`src/rtl/dct_uv_counter.sv`:
```
// Row-major (u, v) index sequencer for the 2-D DCT datapath.
// Steps over a BLOCK_SIZE x BLOCK_SIZE grid and holds a sticky done flag at the end.

module dct_uv_counter_ff_en #(
  parameter int unsigned     W       = 1,
  parameter logic [W-1:0]    RST_VAL = '0
) (
  input  logic         clk,
  input  logic         rst,
  input  logic         en,
  input  logic [W-1:0] d,
  output logic [W-1:0] q
);
  always_ff @(posedge clk) begin
    if (rst) begin
      q <= RST_VAL;
    end else if (en) begin
      q <= d;
    end
  end
endmodule

module dct_uv_counter #(
  parameter int unsigned BLOCK_SIZE = 8,
  parameter int unsigned IDX_W      = $clog2(BLOCK_SIZE)
) (
  input  logic             clk,
  input  logic             rst,
  input  logic             restart,
  input  logic             go,
  output logic [IDX_W-1:0] u,
  output logic [IDX_W-1:0] v,
  output logic             done,
  output logic             last
);
  localparam logic [IDX_W-1:0] IDX_MAX = IDX_W'(BLOCK_SIZE - 1);

  logic [IDX_W-1:0] u_q, u_d;
  logic [IDX_W-1:0] v_q, v_d;
  logic             done_q, done_d;
  logic             u_en, v_en, done_en;
  logic             adv;

  assign adv = go && !done_q;

  always_comb begin
    u_d     = u_q;
    v_d     = v_q;
    done_d  = done_q;
    u_en    = 1'b0;
    v_en    = 1'b0;
    done_en = 1'b0;
    if (restart) begin
      u_d     = '0;
      v_d     = '0;
      done_d  = 1'b0;
      u_en    = 1'b1;
      v_en    = 1'b1;
      done_en = 1'b1;
    end else if (adv) begin
      if (v_q != IDX_MAX) begin
        v_d  = v_q + IDX_W'(1);
        v_en = 1'b1;
      end else if (u_q != IDX_MAX) begin
        v_d  = '0;
        u_d  = u_q + IDX_W'(1);
        v_en = 1'b1;
        u_en = 1'b1;
      end else begin
        // Final pair: raise done and park on (MAX, MAX) instead of wrapping.
        done_d  = 1'b1;
        done_en = 1'b1;
      end
    end
  end

  dct_uv_counter_ff_en #(.W(IDX_W), .RST_VAL('0)) u_reg (
    .clk(clk), .rst(rst), .en(u_en), .d(u_d), .q(u_q)
  );

  dct_uv_counter_ff_en #(.W(IDX_W), .RST_VAL('0)) v_reg (
    .clk(clk), .rst(rst), .en(v_en), .d(v_d), .q(v_q)
  );

  dct_uv_counter_ff_en #(.W(1), .RST_VAL(1'b0)) done_reg (
    .clk(clk), .rst(rst), .en(done_en), .d(done_d), .q(done_q)
  );

  assign u    = u_q;
  assign v    = v_q;
  assign done = done_q;
  assign last = (u_q == IDX_MAX) && (v_q == IDX_MAX) && !done_q;
endmodule

```
`config.mk`:
```
export PLATFORM = sky130hd
export DESIGN_NAME = dct_uv_counter
export DESIGN_NICKNAME = d
export VERILOG_FILES = /design/src/rtl/dct_uv_counter.sv
export SDC_FILE = /design/constraint.sdc
export NUM_CORES = 1
export LEC_CHECK = 0
export CAP_MARGIN = 20
export CORE_AREA = 2 2 39 41
export CTS_CLUSTER_DIAMETER = 150
export DETAILED_ROUTE_END_ITERATION = 10
export DIE_AREA = 0 0 41 43
export SYNTH_ARGS = -nofsm -noshare
export SYNTH_HDL_FRONTEND = slang
export SYNTH_SLANG_ARGS = --single-unit
export TNS_END_PERCENT = 1
```
`constraint.sdc`:
```
create_clock -name clk -period 1.8 [get_ports clk]
set_clock_uncertainty 0.2 [all_clocks]
set_input_delay 0.36 -clock clk [delete_from_list [all_inputs] [get_ports clk]]
set_output_delay 0.36 -clock clk [all_outputs]
set_load 0.1 [all_outputs]
```
## Word-level counts from Yosys, hierarchy flattened

Index checks and enable logic that the tools add are counted.

| storage, ports and cells | value |
|---|---|
| flip-flop bits (word level) | 7 |
| input bits | 4 |
| output and inout bits | 8 |
| word-level logic and storage cells | 44 |

| operators by class | value |
|---|---|
| add/sub/neg operators | 2 |
| eq/ne operators | 6 |
| mux-type cells | 23 |
| reduce and logical (&&, ||, !) cells | 10 |

Operators by type and width:

| operator | number |
|---|---|
| 2-to-1 mux 3 bit | 8 |
| 2-to-1 mux 1 bit | 15 |
| AND reduction 4 bit | 2 |
| adder 3 x 1 -> 3 bit (second input constant) | 2 |
| == test 3 bit (second input constant) | 2 |
| != test 3 bit (second input constant) | 2 |
| != test 2 bit (second input constant) | 2 |
| nonzero test 2 bit | 2 |
| logical AND 1 bit | 3 |
| AND reduction 3 bit | 1 |
| nonzero test 3 bit | 1 |
| zero test 1 bit | 1 |

## Longest topological paths before layout

| depth | value |
|---|---|
| depth after elaboration | 6 |
| mapped depth | 5 |
| mapped depth without buffers | 5 |

## Hierarchy

Synthesis repeated with hierarchy kept, for this count alone.

| second synthesis, totals | value |
|---|---|
| cell total of the unflattened synthesis | 57 |
| area total of the unflattened synthesis | 480.5 um^2 |

By module, submodules not included:

| module | instances | cells an instance | area each (um^2) | sequential area each (um^2) |
|---|---|---|---|---|
| dct_uv_counter | 1 | 36 | 244.0 | 0.0 |
| dct_uv_counter_ff_en (u_reg ...) | 2 | 9 | 101.3 | 60.1 |
| dct_uv_counter_ff_en (done_reg) | 1 | 3 | 33.8 | 20.0 |

## Worst setup path before layout

OpenSTA, ideal clock, no wires.

| path | value |
|---|---|
| path type | reg2out |
| start | register v_reg.q[0] |
| end | output port last |
| data arrival time | 2.113 ns |
| required time | 1.240 ns |
| path slack | -0.873 ns |
| stages on the path, launching flop included | 5 |
| buffers on the path | 0 |
| cell sequence | dfxtp_1 ha_1 ha_1 and2_1 and2b_2 |

| on the way | value |
|---|---|
| longest elaborated chain between the ends | 3 |

RTL lines:

| element | line | text |
|---|---|---|
| from (decl) | 12 | `output logic [W-1:0] q` |
| from (signal assigned) | 16 | `q <= RST_VAL;` |
| from (signal assigned) | 18 | `q <= d;` |
| == test 3 bit | 92 | `assign last = (u_q == IDX_MAX) && (v_q == IDX_MAX) && !done_q;` |
| logical AND 1 bit (2 in a row) | 92 |  |
| to (decl) | 34 | `output logic last` |

Every way passes these cells.

## Worst setup path in the final report

| path | value |
|---|---|
| start | register u_reg.q[1] |
| end | output port last |

| on the way | value |
|---|---|
| longest elaborated chain between the ends | 3 |

RTL lines:

| element | line |
|---|---|
| from (decl) | 12 |
| from (signal assigned) | 16 |
| from (signal assigned) | 18 |
| == test 3 bit | 92 |
| logical AND 1 bit (2 in a row) | 92 |

Every way passes these cells.

==> run_results.csv <==
group,metric,value,unit
run,maxCapViolCount,0,
synthesis,ys_seq_elements,7,
run_status,run_status,"complete, but fails checks",
clock_network,h-tree-depth,1,
synthesis,yosysSeqAreaShare,37.8,%
synthesis,syn_area,370,µm²
setup_path,cp-end-kind,"output port",
grt,grt_max_degree,8,
synthesis,synth_top_area_share,37.8,%
pwr,p_leak,0.319,nW
finish,final-seq-area,161,µm²
setup_path,crit_fanout,2,
finish,num_antenna_cells,0,
clock_network,cts_tree,"built",
synthesis,avgSynthCellArea,9.26,µm²
hold_path,holdPathEnd,"u_reg.q[2]$_SDFFE_PP0P_",
route,drt-initial-drc-count,9,
finish,final.fill_count,118,
setup_path,critPathKind,"flip-flop to output port",
die,die_w,41,µm
timing,relSlewSlack,74.6,%
clock_network,clk_latency,0.25,ns
synthesis,synth_edf_count,0,
placement,place_ws,-0.210,ns
setup_path,path_cells,"ha_4 -> ha_4 -> buf_6 -> and2_4 -> and2b_4 -> buf_12",
setup_path,crit_top_cell,"ha_4",
hold_path,whs_path_depth,2,
grt,antenna_found_initial,0,
timing,fmax,489,MHz
finish,nets,78,
setup_path,critPathRequiredTime,1.24,ns
synthesis,synthFlopType,"dfxtp_1",
pwr,cellPowerDensity,437,nW/µm²
setup_path,cp.arrival,1.48,ns
route,drtPass1Iterations,4,
die,core,1380,µm²
synthesis,ys_top_cells_by_area,"dfxtp_1 38%, ha_1 17%, a21oi_1 8.1%",
setup_path,regToRegEndpoint,"u_reg.q[0]$_SDFFE_PP0P_",
setup_path,ff2ff_path_depth,6,
finish,layout_common_cells,"12 x buf_4, 8 x buf_12, 5 x a21oi_1, 5 x dfxtp_4, 4 x o21ai_0",
clock_network,cts_root_buf,"clkbuf_4",
finish,multiInputGateArea,265,µm²
route,routed_via_density,4.85,
setup_path,start_kind,"flip-flop",
die,fp.dieH,43,µm
die,rows,14,
placement,dpl.hpwl,678,µm
finish,final_layout_size_suffix_gt1_share,63.2,%
die,dieArea,1760,µm²
hold_path,hold_path_class,"flip-flop to flip-flop",
run_status,violations,"setup timing",
synthesis,async_flop_share,0,%
synthesis,synthCells,40,
setup_path,crit_path_top_delay_cell,"dfxtp_4",
pwr,total_power,0.000340,W
grt,overflow,0,
clock_network,clk_pin_slew_worst_paths,0.06,ns
synthesis,ys_warn_count,0,
route,drcViolationCount,0,
timing,final_hold_viol_count,0,
placement,portBuffers,11,
synthesis,syn_nets,49,
finish,area_delta_synth_final,110,%
setup_path,critPathMaxStageDelay,0.35,ns
timing,setup_viol_count_final,5,
grt,grt_use_total,14.3,%
die,initial_utilization,26.8,%
pwr,ir_drop,0.371,mV
finish,final_common_cell,"buf_4",
clock_network,clk_path_buf_depth,2,
clock_network,clock_sinks,7,
route,wl_per_cell,11.6,µm
route,drtAntennaViolNets,0,
route,vias,407,
route,totalWireLength,973,µm
timing,fin_crit,2.04,ns
grt,grt_pass1_vias,367,
timing,rsz0062_at_grt,"yes",
synthesis,yosys.area.top_type,"dfxtp_1",
setup_path,critical_path_buf_inv_count,2,
timing,layout_setup_ws,-0.245,ns
setup_path,reg2reg_setup_slack,-0.21,ns
clock_network,postCtsHoldBufs,0,
timing,tightest_slew,0.375,ns
placement,gp_congestion,0.691,
setup_path,critPathTopFamily,"flip-flops",
setup_path,reg2reg_from,"u_reg.q[1]$_SDFFE_PP0P_",
die,pin_count,12,
timing,period_share,114,%
hold_path,min_from,"u_reg.q[2]$_SDFFE_PP0P_",
timing,maxSlewViolCount,0,
grt,grt_pass1_wl,1.61,mm
clock_network,cts_buffers,3,
synthesis,synthDistinctLibCells,18,
[power breakdown]
group | total [W] | switching [W] | internal [W] | leakage, nW
clock network | 0.000147 | 0.0000621 | 0.0000849 | 0.0150
logic | 0.0000427 | 0.0000213 | 0.0000214 | 0.242
registers | 0.000151 | 0.000000798 | 0.000150 | 0.0615
[worst max path at each step]
stage | to | slack [ns] | start | depth (start not counted)
after global routing | last | -0.30 | u_reg.q[1]$_SDFFE_PP0P_ | 6
final | last | -0.24 | u_reg.q[1]$_SDFFE_PP0P_ | 6
after floorplan | u_reg.q[0]$_SDFFE_PP0P_ | -0.22 | u_reg.q[1]$_SDFFE_PP0P_ | 5
after detailed placement | u_reg.q[0]$_SDFFE_PP0P_ | -0.21 | go | 4
after CTS | last | -0.25 | u_reg.q[0]$_SDFFE_PP0P_ | 6
after global placement | u_reg.q[0]$_SDFFE_PP0P_ | -0.19 | go | 4
[metrics by stage]
stage / instances / cell area [µm²] / util, % / setup TNS [ns] / hold slack (ns)
after global routing: 84 / 779 / 56.3 / -1.09 / 0.350
after CTS: 84 / 772 / 55.8 / -0.807 / 0.331
after floorplan: 40 / 410 / - / -0.669 / 0.317
after detailed placement: 77 / 699 / 50.5 / -0.775 / 0.304
final: 84 / 779 / 56.3 / -0.819 / 0.321
after global placement: 77 / 699 / 50.5 / -0.686 / 0.297
[cell families (layout without fill, tap and decap cells)]
logic type	after synthesis	in the layout	share of synthesized area [%]
flip-flops	7	7	37.8
AO/OA/AOI/OAI	13	13	17.9
AND/OR/NAND/NOR	13	13	25.3
adder cells (fa/ha/maj)	5	5	16.9
buffers and inverters	2	30	2.03
[synthesized netlist by cell type (2+ instances only)]
library cell and n:
nand3_1 2, or3_1 2, dfxtp_1 7, ha_1 5, a21oi_1 6, o21ai_0 6
[layout make-up]
type,instances,area share [%]
well taps,16,2.57
inverters,1,0.482
clock buffers,4,3.37
flip-flops and latches,7,20.7
multi-input cells,31,34.0
repair buffers,25,38.8
[registers in the layout (all words and copies together) (netlist names)]
| register | count |
|---|---|
| done_reg.q | 1 |
| v_reg.q | 3 |
| u_reg.q | 3 |
[repair_timing]
action	4_1_cts	5_1_grt
setup endpoints to repair	5	5
gates resized for setup	7	2
setup buffers	3	0
pin swaps	5	2
[worst min-delay path, delay by kind of cell (launching register included)]
family	cells	cell delay (ns)
flops	1	0.36
compound gates	2	0.13
[layer usage]
layer,track usage (%),vias to the layer above,share of wire [%],wire [µm]
li1,-,207,-,-
met1,15.1,190,40,394
met2,21.3,10,54,526
met3,9.95,0,5.2,51
met4,6.00,0,0,0
met5,0,-,0,0
No activity file was read; power rests on OpenSTA's default activity.
